`src/rtl/instr_fetch_unit.sv`:
```
// Instruction fetch unit: owns the PC, issues word reads to instruction memory,
// captures the returned word into the IR and decodes the RISC-V base fields.
module instr_fetch_unit #(
  parameter logic [31:0] RESET_PC = 32'h0000_0000,
  parameter int unsigned TIMEOUT  = 15
) (
  input  logic        clk,
  input  logic        reset,
  input  logic        fetch_start,
  input  logic        pc_inc,
  input  logic        pc_load,
  input  logic [31:0] pc_target,
  output logic        imem_req,
  output logic [31:0] imem_addr,
  input  logic        imem_ack,
  input  logic [31:0] imem_rdata,
  output logic [31:0] pc,
  output logic [31:0] ir,
  output logic [6:0]  opcode,
  output logic [4:0]  rd,
  output logic [2:0]  funct3,
  output logic [4:0]  rs1,
  output logic [4:0]  rs2,
  output logic [6:0]  funct7,
  output logic        ir_valid,
  output logic        fetch_done,
  output logic        busy,
  output logic        fetch_err
);

  localparam int unsigned XLEN  = 32;
  localparam int unsigned CNT_W = 8;
  localparam logic [XLEN-1:0] NOP = 32'h0000_0013;

  typedef enum logic [1:0] {
    IDLE = 2'd0,
    REQ  = 2'd1,
    DONE = 2'd2,
    ERR  = 2'd3
  } state_e;

  state_e            state_q, state_d;
  logic [XLEN-1:0]   pc_q, pc_d;
  logic [XLEN-1:0]   ir_q, ir_d;
  logic              ir_valid_q, ir_valid_d;
  logic [CNT_W-1:0]  cnt_q, cnt_d;
  logic              req_q, req_d;
  logic              busy_q, busy_d;
  logic              done_q, done_d;
  logic              err_q, err_d;

  // Next-state, PC update, IR capture and registered-output decode
  always_comb begin
    state_d    = state_q;
    pc_d       = pc_q;
    ir_d       = ir_q;
    ir_valid_d = ir_valid_q;
    cnt_d      = cnt_q;

    // PC moves only while no fetch is in flight; load wins over increment
    if (state_q == IDLE || state_q == ERR) begin
      if (pc_load) begin
        pc_d = pc_target;
      end else if (pc_inc) begin
        pc_d = pc_q + XLEN'(4);
      end
    end

    case (state_q)
      IDLE, ERR: begin
        // Alignment is judged on the PC as updated in this same cycle
        if (fetch_start) begin
          ir_valid_d = 1'b0;
          cnt_d      = '0;
          state_d    = (pc_d[1:0] == 2'b00) ? REQ : ERR;
        end
      end
      REQ: begin
        if (imem_ack) begin
          ir_d       = imem_rdata;
          ir_valid_d = 1'b1;
          state_d    = DONE;
        end else if (cnt_q == CNT_W'(TIMEOUT - 1)) begin
          state_d = ERR;
        end else begin
          cnt_d = cnt_q + CNT_W'(1);
        end
      end
      DONE: begin
        state_d = IDLE;
      end
      default: begin
        state_d = IDLE;
      end
    endcase

    req_d  = (state_d == REQ);
    busy_d = (state_d == REQ) || (state_d == DONE);
    done_d = (state_d == DONE);
    err_d  = (state_d == ERR);
  end

  // State and output registers; reset takes effect without a clock
  always_ff @(posedge clk or negedge reset) begin
    if (!reset) begin
      state_q    <= IDLE;
      pc_q       <= RESET_PC;
      ir_q       <= NOP;
      ir_valid_q <= 1'b0;
      cnt_q      <= '0;
      req_q      <= 1'b0;
      busy_q     <= 1'b0;
      done_q     <= 1'b0;
      err_q      <= 1'b0;
    end else begin
      state_q    <= state_d;
      pc_q       <= pc_d;
      ir_q       <= ir_d;
      ir_valid_q <= ir_valid_d;
      cnt_q      <= cnt_d;
      req_q      <= req_d;
      busy_q     <= busy_d;
      done_q     <= done_d;
      err_q      <= err_d;
    end
  end

  // PC cannot change while busy, so it doubles as a stable request address
  assign imem_req   = req_q;
  assign imem_addr  = pc_q;
  assign pc         = pc_q;
  assign ir         = ir_q;
  assign ir_valid   = ir_valid_q;
  assign fetch_done = done_q;
  assign busy       = busy_q;
  assign fetch_err  = err_q;

  // Instruction field decode
  assign opcode = ir_q[6:0];
  assign rd     = ir_q[11:7];
  assign funct3 = ir_q[14:12];
  assign rs1    = ir_q[19:15];
  assign rs2    = ir_q[24:20];
  assign funct7 = ir_q[31:25];

endmodule
```
`config.mk`:
```
export PLATFORM = sky130hd
export DESIGN_NAME = instr_fetch_unit
export DESIGN_NICKNAME = d
export VERILOG_FILES = /design/src/rtl/instr_fetch_unit.sv
export SDC_FILE = /design/constraint.sdc
export NUM_CORES = 1
export LEC_CHECK = 0
export CORE_UTILIZATION = 46
export CTS_BUF_LIST = sky130_fd_sc_hd__clkbuf_16
export DETAILED_ROUTE_END_ITERATION = 6
export PLACE_DENSITY = 0.9
export SETUP_SLACK_MARGIN = 0.2
export SLEW_MARGIN = 20
export SYNTH_ARGS = -nofsm -noshare
export SYNTH_HDL_FRONTEND = slang
export SYNTH_SLANG_ARGS = --single-unit
```
`constraint.sdc`:
```
create_clock -name clk -period 4.85 [get_ports clk]
set_input_delay 0.97 -clock clk [delete_from_list [all_inputs] [get_ports clk]]
set_output_delay 0.97 -clock clk [all_outputs]
set_load 0.03 [all_outputs]
```
======== Word-level counts from Yosys, hierarchy flattened ========
Index checks and enable logic that the tools add are counted.
storage, ports and cells
  register bits ........................... 79
  bits in latches ......................... 0
  RAM bits ................................ 0
  bits in read-only memories .............. 0
  memories ................................ 0
operators by class
  add/sub/neg operators ................... 2
  $mul .................................... 0
  div/mod/pow operators ................... 0
  $lt $le $gt $ge ......................... 0
  eq/ne operators ......................... 11
  shift-type cells ........................ 0
  multiplexer cells ....................... 15
  bitwise operators ....................... 0
  reduce and logical (&&, ||, !) cells .... 11
operator list
  cell                                                  count
  two-way mux 32 bit                                    2
  adder 32 x 3 -> 32 bit (second input constant)        1
  two-way mux 8 bit                                     3
  case mux 8 bit (2 select lines)                       1
  two-way mux 2 bit                                     5
  adder 8 x 1 -> 8 bit (second input constant)          1
  equality test 2 bit (second input constant)           4
  equality test 8 x 4 -> 1 bit (second input constant)  1
  != test 2 bit (second input constant)                 4
  case mux 2 bit (3 select lines)                       1
  equality test 2 x 1 -> 1 bit (second input constant)  2
  logical NOT 2 bit                                     2
  AND reduction 2 bit                                   2
  AND reduction 4 bit                                   1
  nonzero test 2 bit                                    2
  AND reduction 3 bit                                   1
  logical OR 1 bit                                      2
  two-way mux 1 bit                                     2
  case mux 1 bit (2 select lines)                       1
  OR reduction 2 bit                                    1

======== Depth between registers and ports, before layout ========
  depth in word-level cells ............... 10
  depth in mapped cells ................... 10
  gate-level depth less buffers ........... 9

======== Worst setup path before layout ========
Ideal clock, no wire load.
  path type ............................... in2reg
  start ................................... in pc_load
  end ..................................... reg done_q, in the netlist fetch_done
  arrival ................................. 2.206 ns
  required time ........................... 4.728 ns
  setup slack ............................. 2.522 ns
  stages on the path ...................... 7
  path buffers ............................ 1
  path through ............................ and2_1 clkbuf_1 or3_1 o311a_1 o21ai_0 o21ai_0 ha_1
between the ends
  cells in the longest elaborated chain, start to end .. 7
RTL lines
  what                             line  text
  start: declaration               11    input logic pc_load,
  two-way mux 32 bit               62    if (pc_load) begin
  two-way mux 2 bit                61    if (state_q == IDLE || state_q == ERR) begin
  logical NOT 2 bit                75    state_d = (pc_d[1:0] == 2'b00) ? REQ : ERR;
  two-way mux 2 bit                75
  two-way mux 2 bit                72    if (fetch_start) begin
  case mux 2 bit (3 select lines)  69    case (state_q)
  via state_d[1]                   42    state_e state_q, state_d;
  equality test 2 bit              99    done_d = (state_d == DONE);
  via done_d                       49    logic done_q, done_d;
  end signal: assignment           123   done_q <= done_d;
  end: declaration                 49
The timed path passes the listed nets, and every way through them passes these cells.
A chain may end at the register's enable or synchronous reset.

======== Worst setup path after layout ========
  start ................................... in pc_load
  end ..................................... reg err_q, in the netlist fetch_err
between the ends
  cells in the longest elaborated chain, start to end .. 7
RTL lines
  what                             line  text
  two-way mux 32 bit               62
  two-way mux 2 bit                61
  logical NOT 2 bit                75
  two-way mux 2 bit                75
  two-way mux 2 bit                72
  case mux 2 bit (3 select lines)  69
  via state_d[1]                   42
  equality test 2 bit              100   err_d = (state_d == ERR);
  via err_d                        50    logic err_q, err_d;
  end signal: assignment           124   err_q <= err_d;
  end: declaration                 50
The timed path passes the listed nets, and every way through them passes these cells.

==> metrics.md <==
| Metric | Value |
|---|---|
| Status | finished clean |
| RSZ-0062 raised after global routing | no |
| Post-route ant nets | 0 |
| DRC errors left | 0 |
| Critical Path AT | 3.49 ns |
| Clock skew | 0.00975 ns |
| Final hold viol count | 0 |
| Clk pwr share | 0.122 |
| CTS tree | done |
| Slowest cell on the critical path | clkdlybuf4s50_1 |
| Register area share after synthesis | 0.434 |
| Via count | about 4000 |
| CP dominant cell by count | o21ai_0 |
| Synth unique cells | ~60 |
| P_leak | 2.61 nW |
| Fillers | roughly 720 |
| Initial antenna violation count | 0 |
| Max rail drop VDD | 0.366 mV |
| Relative slew slack | 0.409 |
| Fmax | 306 MHz |
| Resized cells post-CTS | 0 |
| Slew Limit Fails | 0 |
| Via/cell ratio | between 5 and 6 |
| Core area | 0.00942 sq mm |
| Worst Hold Class | in -> async |
| Die area | 0.0103 sq mm |
| Number of synthesized flops with an enable pin | 0 |
| Async S/R FF share, synth | 1.00 |
| Reg2Reg Depth | 6 |
| DRT Pass-1 Iters | 7 |
| Seq cells post-synth | approximately 80 |
| Avg Inst Size Synth | 9.91 sq um |
| Switching share of total power | 0.491 |
| Crit share post-route | 0.674 |
| ANT cells | 0 |
| Setup slack after layout | 1.58 ns |
| Hold_buf cts | 0 |
| Share of cells above drive strength 1 | 0.124 |
| 1st-iter DRT viols | 282 |
| # nets final | 668 |
| Ys Warns | 0 |
| Worst-Margin Slew | 0.883 ns |
| CP required | about 5 ns |
| Reg power frac | 0.258 |
| Port buffer count | around 200 |
| WL final | approximately 13000 microns |
| Die W | 102 microns |
| Reg2reg setup slack | ~2.1 ns |
| Dominant synthesized flop cell | dfrtp_1 |
| Mapped Cells | 460 |
| Deepest clock path buffer count | 2 |
| Post-synth net total | about 540 |
| CTS H-tree depth | 3 |
| Tot GR Track Use | 0.258 |
| Avg WL per Cell | 18.5 microns |
| Largest net degree at the start of global routing | 80 |
| Starting Density | 0.484 |
| Ports | 203 |
| Die Height | about 100 microns |
| Int Pwr | 0.00270 W |
| CP endpoint kind | flop |
| Clk sink count | 79 |
| Vias in the first global route | slightly below 4000 |
| Reg-to-Reg End | fetch_err$_DFF_PN0_ |
| CP Max Fanout | 24 |
| Crit-path cells | clkdlybuf4s50_1 -> nand2_1 -> o311a_1 -> o21ai_0 -> o21ai_0 -> ha_1 |
| Final min period | between 3 and 4 ns |
| Worst Setup SP | pc_load |
| Max incr delay on CP | approximately 1.1 ns |
| Detail Placement HPWL | 9910 microns |
| Clock Latency Late Sink | 0.34 ns |
| First-pass GRT wire length | 20300 microns |
| Clock-pin slew on the worst setup and hold paths | 0.07 ns |
| Max-cap violations | 0 |
| Row cnt | 35 |
| Kind of critical path | in -> reg |
| Root Buffer | clkbuf_16 |
| Gr ovfl total | 0 |
| Finished Core Util | 0.688 |
| Worst setup SP type | input pin |
| Power share of the combinational group | 0.620 |
| Hold Slack | 0.510 ns |
| Net Switching | 0.00261 W |
| Postcts setup bufs | 0 |
| R2r startpoint | state_q[0]$_DFF_PN0_ |
| Pwr dens | ~820 mW/mm^2 |
| GP Congestion | 0.889 |
| Mapped cell area | 0.00456 sq mm |
| Num CTS Buffers | 9 |
| Place WS | 1.30 ns |
| Area growth, synth to finish | 42.1% |
| Setup violators final | 0 |
| Setup TNS | 0 ns |
==> final cells by class <==
cell class / instances / area [sq um] / area share
Clock buffer: 9 / 225 / 0.0348
Clock inverter: 7 / 62.6 / 0.00966
Inverter: 9 / 33.8 / 0.00521
Multi-Input combinational cell: 285 / 1940 / 0.299
Sequential cell: 79 / 1980 / 0.306
Tap cell: 129 / 161 / 0.0249
Timing Repair Buffer: 207 / 2080 / 0.321
==> sequential cells by signal, indices dropped and copies added (netlist names) <==
name and cells:
busy 1, fetch_done 1, ir 32, cnt_q 8
fetch_err 1, state_q 2, ir_valid 1, imem_req 1
imem_addr 32
==> synth_stat cells (5+ instances only) <==
library cell,instances,area share
dfrtp_1,76,0.42
buf_4,65,0.11
nand2_1,26,0.021
nand4_1,8,0.011
or3_1,7,0.0096
a311oi_1,9,0.017
xor2_1,5,0.0096
nor3_1,9,0.0099
o22ai_1,9,0.012
a21oi_1,22,0.024
clkbuf_1,13,0.011
ha_1,7,0.019
and3_1,6,0.0082
nor2_1,37,0.030
nand3_1,20,0.022
o21ai_0,25,0.027
inv_1,9,0.0074
mux2_2,34,0.084
==> through the flow <==
step / instance area [sq um] / power (W) / std cells
5_1_grt: 6480 / 0.00558 / 725
4_1_cts: 6450 / 0.00531 / 724
6_report: 6480 / 0.00531 / 725
3_3_place_gp: 6160 / 0.00457 / 708
3_5_place_dp: 6160 / 0.00466 / 708
2_1_floorplan: 4560 / 0.00358 / 460
==> critical path, delay by kind of cell <==
family                     cells  cell delay (ns)
AOI/OAI and AO/OA              3             0.80
adders and majority gates      1             0.27
buffers and inverters          1             1.05
and+or+nand+nor                1             0.39
==> power groups by stage <==
stage | sequential (W) | combinational, W | clock [W]
3_5_place_dp | 0.00137 | 0.00329 | 0
2_1_floorplan | 0.00184 | 0.00174 | 0
6_report | 0.00137 | 0.00329 | 0.000651
4_1_cts | 0.00136 | 0.00330 | 0.000658
5_1_grt | 0.00142 | 0.00347 | 0.000691
3_3_place_gp | 0.00134 | 0.00323 | 0
==> worst max path at each step <==
stage / endpoint / depth (start not counted)
2_1_floorplan: fetch_done$_DFF_PN0_ / 7
3_3_place_gp: fetch_done$_DFF_PN0_ / 6
3_5_place_dp: fetch_err$_DFF_PN0_ / 6
4_1_cts: fetch_err$_DFF_PN0_ / 6
5_1_grt: fetch_err$_DFF_PN0_ / 6
6_report: fetch_err$_DFF_PN0_ / 6
==> cell families (layout without fill, tap and decap cells) <==
group,count (synthesis),in the layout,synth area share
flops,79,79,0.434
compound gates,100,100,0.145
simple gates,135,135,0.158
xor+xnor,6,6,0.0115
mux,37,37,0.0906
buf+inv,96,232,0.141
fa+ha+maj,7,7,0.0192
==> layer usage <==
layer,track usage,wire length (microns),vias to the layer above
met5,0,0,-
met4,0.103,486,0
met3,0.0711,1140,31
met2,0.437,6750,212
met1,0.310,5020,1939
li1,-,-,1866
==> cells in the final DEF (no fill, tap or decap), types with 9 or more instances in the layout <==
cell,count
clkdlybuf4s50_1,201
dfrtp_1,76
nor2_1,37
mux2_2,34
nand2_1,26
o21ai_0,24
a21oi_1,22
nand3_1,20
inv_1,9
nor3_1,9
o22ai_1,9
a311oi_1,9
clkbuf_16,9
Note: power is estimated with default switching activity, not from simulation.
